[config.mk]
export PLATFORM = sky130hd
export DESIGN_NAME = regfile_rw_flat
export DESIGN_NICKNAME = d
export VERILOG_FILES = /design/src/rtl/regfile_rw_if.sv /design/src/rtl/regfile_rw.sv /design/src/flat_wrapper.sv
export SDC_FILE = /design/constraint.sdc
export NUM_CORES = 2
export LEC_CHECK = 0
export ABC_AREA = 1
export CORE_ASPECT_RATIO = 0.6
export CORE_MARGIN = 10
export CORE_UTILIZATION = 40
export DETAILED_ROUTE_END_ITERATION = 8
export SLEW_MARGIN = 20
export SYNTH_ARGS = -nofsm -noshare
export SYNTH_HDL_FRONTEND = slang
export SYNTH_SLANG_ARGS = --single-unit
[constraint.sdc]
create_clock -name clk -period 3 [get_ports clk]
set_input_delay 0.6 -clock clk [delete_from_list [all_inputs] [get_ports clk]]
set_output_delay 0.6 -clock clk [all_outputs]
set_load 0.03 [all_outputs]
[src/rtl/regfile_rw_if.sv]
// Bus bundle between the ID/WB pipeline stages and the register file.
// The master side drives addresses, write-back and issue info; the slave (regfile_rw) returns read data and hazard info.
interface regfile_rw_if #(
  parameter int DEPTH = 32,
  parameter int WIDTH = 32
);
  logic [4:0]       rs_addr;
  logic [4:0]       rt_addr;
  logic [WIDTH-1:0] out1;
  logic [WIDTH-1:0] out2;
  logic             wr_en;
  logic [4:0]       wr_addr;
  logic [WIDTH-1:0] wr_data;
  logic             issue_valid;
  logic             issue_load;
  logic [4:0]       issue_dst;
  logic             stall;
  logic [DEPTH-1:0] pending;

  modport master (
    output rs_addr, rt_addr, wr_en, wr_addr, wr_data,
    output issue_valid, issue_load, issue_dst,
    input  out1, out2, stall, pending
  );

  modport slave (
    input  rs_addr, rt_addr, wr_en, wr_addr, wr_data,
    input  issue_valid, issue_load, issue_dst,
    output out1, out2, stall, pending
  );
endinterface

[src/rtl/regfile_rw.sv]
// Register file with a pending-load scoreboard that raises the load-use stall to ID.
// Optional macro REGFILE_BYPASS_EN: write-through on reads and same-cycle stall release on write-back.
module regfile_rw #(
  parameter int DEPTH = 32,
  parameter int WIDTH = 32
) (
  input  logic         clk,
  input  logic         rst_n,
  regfile_rw_if.slave  bus
);

  logic [WIDTH-1:0] regs_q [DEPTH];
  logic [WIDTH-1:0] regs_d [DEPTH];
  logic [DEPTH-1:0] pending_q;
  logic [DEPTH-1:0] pending_d;

  logic             wr_live;
  logic             rs_clr;
  logic             rt_clr;
  logic             stall;
  logic             issue_set;
  logic [WIDTH-1:0] rd1;
  logic [WIDTH-1:0] rd2;

  assign wr_live = bus.wr_en && (bus.wr_addr != 5'd0);

  // A write-back in flight this cycle both forwards its data and retires the pending load.
`ifdef REGFILE_BYPASS_EN
  assign rs_clr = wr_live && (bus.wr_addr == bus.rs_addr);
  assign rt_clr = wr_live && (bus.wr_addr == bus.rt_addr);
`else
  assign rs_clr = 1'b0;
  assign rt_clr = 1'b0;
`endif

  assign stall = (pending_q[bus.rs_addr] && !rs_clr) ||
                 (pending_q[bus.rt_addr] && !rt_clr);

  assign issue_set = bus.issue_valid && bus.issue_load && !stall &&
                     (bus.issue_dst != 5'd0);

  always_comb begin
    rd1 = '0;
    rd2 = '0;
    if (bus.rs_addr != 5'd0) rd1 = regs_q[bus.rs_addr];
    if (bus.rt_addr != 5'd0) rd2 = regs_q[bus.rt_addr];
    if (rs_clr) rd1 = bus.wr_data;
    if (rt_clr) rd2 = bus.wr_data;
  end

  always_comb begin
    regs_d = regs_q;
    if (wr_live) regs_d[bus.wr_addr] = bus.wr_data;
  end

  // Clear first, then set: a newer load to the same register stays outstanding.
  always_comb begin
    pending_d = pending_q;
    if (bus.wr_en) pending_d[bus.wr_addr] = 1'b0;
    if (issue_set) pending_d[bus.issue_dst] = 1'b1;
    pending_d[0] = 1'b0;
  end

  always_ff @(posedge clk or negedge rst_n) begin
    if (!rst_n) begin
      for (int i = 0; i < DEPTH; i++) regs_q[i] <= '0;
      pending_q <= '0;
    end else begin
      regs_q    <= regs_d;
      pending_q <= pending_d;
    end
  end

  assign bus.out1    = rd1;
  assign bus.out2    = rd2;
  assign bus.stall   = stall;
  assign bus.pending = pending_q;

endmodule

[src/flat_wrapper.sv]
// flat-port wrapper written by rule: the top's interface ports become plain ports
module regfile_rw_flat 
#(
  parameter int DEPTH = 32,
  parameter int WIDTH = 32
)
  (clk, rst_n, bus_rs_addr, bus_rt_addr, bus_wr_en, bus_wr_addr, bus_wr_data, bus_issue_valid, bus_issue_load, bus_issue_dst, bus_out1, bus_out2, bus_stall, bus_pending);
  regfile_rw_if #(.DEPTH(DEPTH), .WIDTH(WIDTH)) bus_i ();
  input  logic clk;
  input  logic rst_n;
  input wire logic [$bits(bus_i.rs_addr)-1:0] bus_rs_addr;
  input wire logic [$bits(bus_i.rt_addr)-1:0] bus_rt_addr;
  input wire logic [$bits(bus_i.wr_en)-1:0] bus_wr_en;
  input wire logic [$bits(bus_i.wr_addr)-1:0] bus_wr_addr;
  input wire logic [$bits(bus_i.wr_data)-1:0] bus_wr_data;
  input wire logic [$bits(bus_i.issue_valid)-1:0] bus_issue_valid;
  input wire logic [$bits(bus_i.issue_load)-1:0] bus_issue_load;
  input wire logic [$bits(bus_i.issue_dst)-1:0] bus_issue_dst;
  output wire logic [$bits(bus_i.out1)-1:0] bus_out1;
  output wire logic [$bits(bus_i.out2)-1:0] bus_out2;
  output wire logic [$bits(bus_i.stall)-1:0] bus_stall;
  output wire logic [$bits(bus_i.pending)-1:0] bus_pending;
  assign bus_i.rs_addr = bus_rs_addr;
  assign bus_i.rt_addr = bus_rt_addr;
  assign bus_i.wr_en = bus_wr_en;
  assign bus_i.wr_addr = bus_wr_addr;
  assign bus_i.wr_data = bus_wr_data;
  assign bus_i.issue_valid = bus_issue_valid;
  assign bus_i.issue_load = bus_issue_load;
  assign bus_i.issue_dst = bus_issue_dst;
  assign bus_out1 = bus_i.out1;
  assign bus_out2 = bus_i.out2;
  assign bus_stall = bus_i.stall;
  assign bus_pending = bus_i.pending;
  regfile_rw #(.DEPTH(DEPTH), .WIDTH(WIDTH)) u_core (.clk(clk), .rst_n(rst_n), .bus(bus_i));
endmodule
# == Word-level counts from Yosys, hierarchy flattened ==
# Index checks and enable logic that the tools add are counted.
# word_totals
latchBits,0
mem_bits_ro,0
mem_count,0
elab_cells,83
register_bits,1055
inputBits,57
ram_bits,0
# classes
n_lt_le_gt_ge,10
reduce_logical,13
muxes,21
n_eq_ne,0
div_mod_pow,0
bitwise,6
addsub,0
multipliers,0
shifts,0
# op_table
operator,count
$bwmux 1024,1
$bmux 32 s5,2
$mux 32,9
$demux 32 s5,1
$and 32x32->32,1
$not 32->32,1
$or 32x32->32,1
$lt 5x6->1 const B,4
$reduce_bool 5->1,4
$ge 6x6->1 const B,3
$not 5->6,3
$bmux 1 s5,2
$demux 1 s5,2
$ge 5x1->1 const B,2
$logic_and 1x1->1,7
$lt 6x1->1 const B,1
$mux 1,4
$logic_not 1->1,1
$logic_or 1x1->1,1

# == Logic depth before layout (Yosys ltp) ==
# depth
depth_word,9
mapped_depth,14
ltp_nobuf,10

# == Worst setup path before layout ==
# OpenSTA, ideal clock, no wires.
# synth_path
path_type,in2out
startpoint,in bus_rt_addr[1]
endpoint,out bus_out2[18]
path_stages,10
arrival_time_ps,2133
slack_ps,267
required_time_ps,2400
cell_sequence,buf_2 > inv_2 > buf_2 > buf_2 > o21ai_0 > o22ai_1 > o21ai_0 > a21oi_1 > nor2_1 > nor2_1
# synth_between
elab_chain_len,5
# synth_lines
item,line,source
start: declaration,flat_wrapper.sv:12,input wire logic [$bits(bus_i.rt_addr)-1:0] bus_rt_addr;
$not 5->6 (not written as such),regfile_rw.sv:46,if (bus.rt_addr != 5'd0) rd2 = regs_q[bus.rt_addr];
$bmux 32 s5,regfile_rw.sv:46,
$mux 32 (not written as such) (2 in series),regfile_rw.sv:46,
$mux 32 *,regfile_rw.sv:46,
end: declaration,flat_wrapper.sv:20,output wire logic [$bits(bus_i.out2)-1:0] bus_out2;
# Every way passes the cells marked *; elsewhere a longest branch is shown, timed or not. The select of a mux whose other input is x is not followed.

# == Final worst setup path ==
# layout_path
startpoint,in bus_rt_addr[1]
endpoint,out bus_out2[25]
# The elaborated chain is that of the path after synthesis.

==> results.md <==
* Status: complete, but fails checks
* Failing checks: negative setup slack
* Layout cell share with drive strength beyond 1 at 0.1126
* Drt drc at 0
* Post-DR wirelength/cell at 26.53 um
* FP Rows at 107
* Area contributors post-synth: dfrtp_1 (46%), o21ai_0 (16%), nand2_1 (8.3%)
* Worst-path clk slew at 0.07 ns
* Most frequent cells in the layout: o21ai_0 (1799), nand2_1 (1241), dfrtp_1 (1055)
* I/O Pins at around 150
* IO Port Bufs at between 150 and 200
* Vias in the first global route at 54890
* Hold Slack at 0.4030 ns
* Crit path max-delay cell type: o211ai_1
* FF-to-FF setup slack at between 1 and 1.5 ns
* Area Overhead vs Synth at 20.68%
* TritonRoute pass-1 iters at 7
* Placed cell area at 63880 um2
* Maximum fanout along the worst path at 15
* Synth area leader: dfrtp_1
* Setup Skew at 0.01001 ns
* Final setup fails at 11
* Worst IR Drop VDD at 604.6 uV
* First-pass GRT wire length at 371500 um
* Fraction of registers with async set/reset at 1.000
* Tmin final at around 3.1 ns
* Clk root buf: clkbuf_16
* DR iter-0 viols at between 9000 and 10000
* Top FF cell, synth: dfrtp_1
* CP Data Required Time at 2.40 ns
* Max_slew headroom at 0.3810
* Hold depth at 0
* Via count at 59460
* Yosys cell types at 34
* H-tree Lvls at 3
* Worst-margin pin slew at 0.9275 ns
* #FFs+latches synth at ~1100
* WS Path Type: in2out
* Synth Warn # at 0
* Final ANT Viol Nets at 0
* Leakage power at around 30 nW
* CP cell instances: buf_8, inv_16, buf_16, buf_4, o21ai_0, o211ai_1, nand3_4, nand2_1, nor2_1, nor2_4, buf_6, buf_12
* Most common cell after layout, fill and taps aside: o21ai_0
* Post-route cell area at ~70000 um2
* Max incr delay on CP at 0.27 ns
* Overall Global Routing Usage at 0.3052
* Pin count of the biggest net entering global routing at 84
* Peak Freq at 322.7 MHz
* Die Span Y at 312.8 um
* Cell family with most CP delay: buffers and inverters
* Post-synth EDFFs at 0
* Syn_area_per_cell at 7.477 um2
* Max-Cap Viols at 0
* R2R depth at 10
* CP bufs+invs at 6
* Pre-CTS WS at -0.5948 ns
* Clock buffer depth at 3
* Final period utilization at 1.033
* CTS Buf Count at 103
* Post-Syn Instances at 7644
* Via/cell ratio at 6.192
* Fin nets at 7667
* WP depth at 12
* Synthesized cell area at 57150 um2
* Fin cells at approximately 9600
* Worst setup margin at -0.09895 ns
* WL final at 254800 um
* Starting Density at 0.4027
* Core area at 141900 um2
* Pwr dens at 611.1 nW/um2
* Die X at 508.0 um
* Worst min-delay path class: reg2reg
* CTS tree: done
* RSZ-0062 raised after global routing: true
* Max-slew violations at 0
* Post-DP HPWL at 156600 um
* Total congestion overflow at 0
* Sequential area share after synthesis at 0.4619
* Final hold vios at 0
* Clk_lat worst skew at 0.73 ns
* Number of instances in the placed design at 9360
* Worst EP arrival at around 2.5 ns
* Setup crit end kind: primary output
* Area share of the largest cell type after synthesis at 0.4619
* Syn nets at 7701
* Antenna violations before repair at 12
* Setup crit start kind: input pin
* GPL Wtd Cong at 0.9168
* Die area at 158900 um2
* CTS Sinks at roughly 1100
## power breakdown
group	switching, W	internal [W]
Combinational	0.00569	0.00367
Clock	0.00612	0.00782
Sequential	0.00200	0.0168
## synth_stat cells (4+ instances only)
cell and instances:
o21ai_0 1834, nand2_1 1270, dfrtp_1 1055, nor2_1 814
clkbuf_1 510, nand3_1 488, a21oi_1 480, inv_1 297
o211ai_1 237, buf_2 170, o21ai_1 147, o221ai_1 132
buf_1 57, nand4_1 31, buf_4 26, and3_1 22
buf_6 20, a21oi_2 10, nor3_1 10, inv_2 6
clkinv_1 4, nor3_2 4, o22ai_1 4
## flip-flops by register name (all words and copies together), names as in the netlist
name                count
u_core.bus.pending     31
u_core.regs_q        1024
## cell families (layout without fill, tap and decap cells)
| logic type | Yosys count | in the layout | share of synthesized area |
|---|---|---|---|
| simple gates | 2644 | 2644 | 0.1878 |
| flops | 1055 | 1055 | 0.4619 |
| compound gates | 2852 | 2852 | 0.2704 |
| buf+inv | 1092 | 1137 | 0.07984 |
| other cells | 1 | 7 | 0.00006562 |
## stage by stage
step	utilization	total power, W	setup TNS, ns
4_1_cts	0.4796	0.04180	-0.1398
3_5_place_dp	0.4502	0.02779	-3.430
6_report	0.4860	0.04215	-0.3784
3_3_place_gp	0.4502	0.02748	-3.433
5_1_grt	0.4859	0.04416	-1.358
2_1_floorplan	-	0.02384	0
## what timing repair did
| action | in CTS | in global routing |
|---|---|---|
| resized for setup | 60 | 129 |
| endpoints found under the hold margin | 27 | 0 |
| setup endpoints to repair | 30 | 60 |
| cloned | 12 | 12 |
| pin swaps | 9 | 32 |
| hold buffers | 1 | 0 |
| setup buffers | 9 | 18 |
## final timing paths
kind                                         from                      to
setup / recovery                   bus_rt_addr[1]            bus_out2[25]
hold / removal                u_core.regs_q[1021]     u_core.regs_q[1021]
setup reg to reg           u_core.bus.pending[11]  u_core.bus.pending[14]
hold reg to reg               u_core.regs_q[1021]     u_core.regs_q[1021]
max in group asynchronous                   rst_n      u_core.regs_q[747]
min in group asynchronous                   rst_n       u_core.regs_q[18]
## cell type report
class,count,area (um2)
multi-input cells,5497,26700
clock buffers,147,3047
repair buffers,643,8717
inverters,308,1229
clock inverters,37,456.7
diodes,6,15.01
flip-flops and latches,1055,26400
repair inverters,2,17.52
fillers,13570,72940
well taps,1907,2386
## layer usage
layer / vias to the layer above / global-route usage / part of all wire
li1: 26070 / - / -
met1: 28380 / 0.4443 / 0.42
met2: 4364 / 0.4103 / 0.39
met3: 631 / 0.1072 / 0.15
met4: 12 / 0.1134 / 0.040
met5: - / 0.001811 / 0.00040
Note: power is estimated with default switching activity, not from simulation.
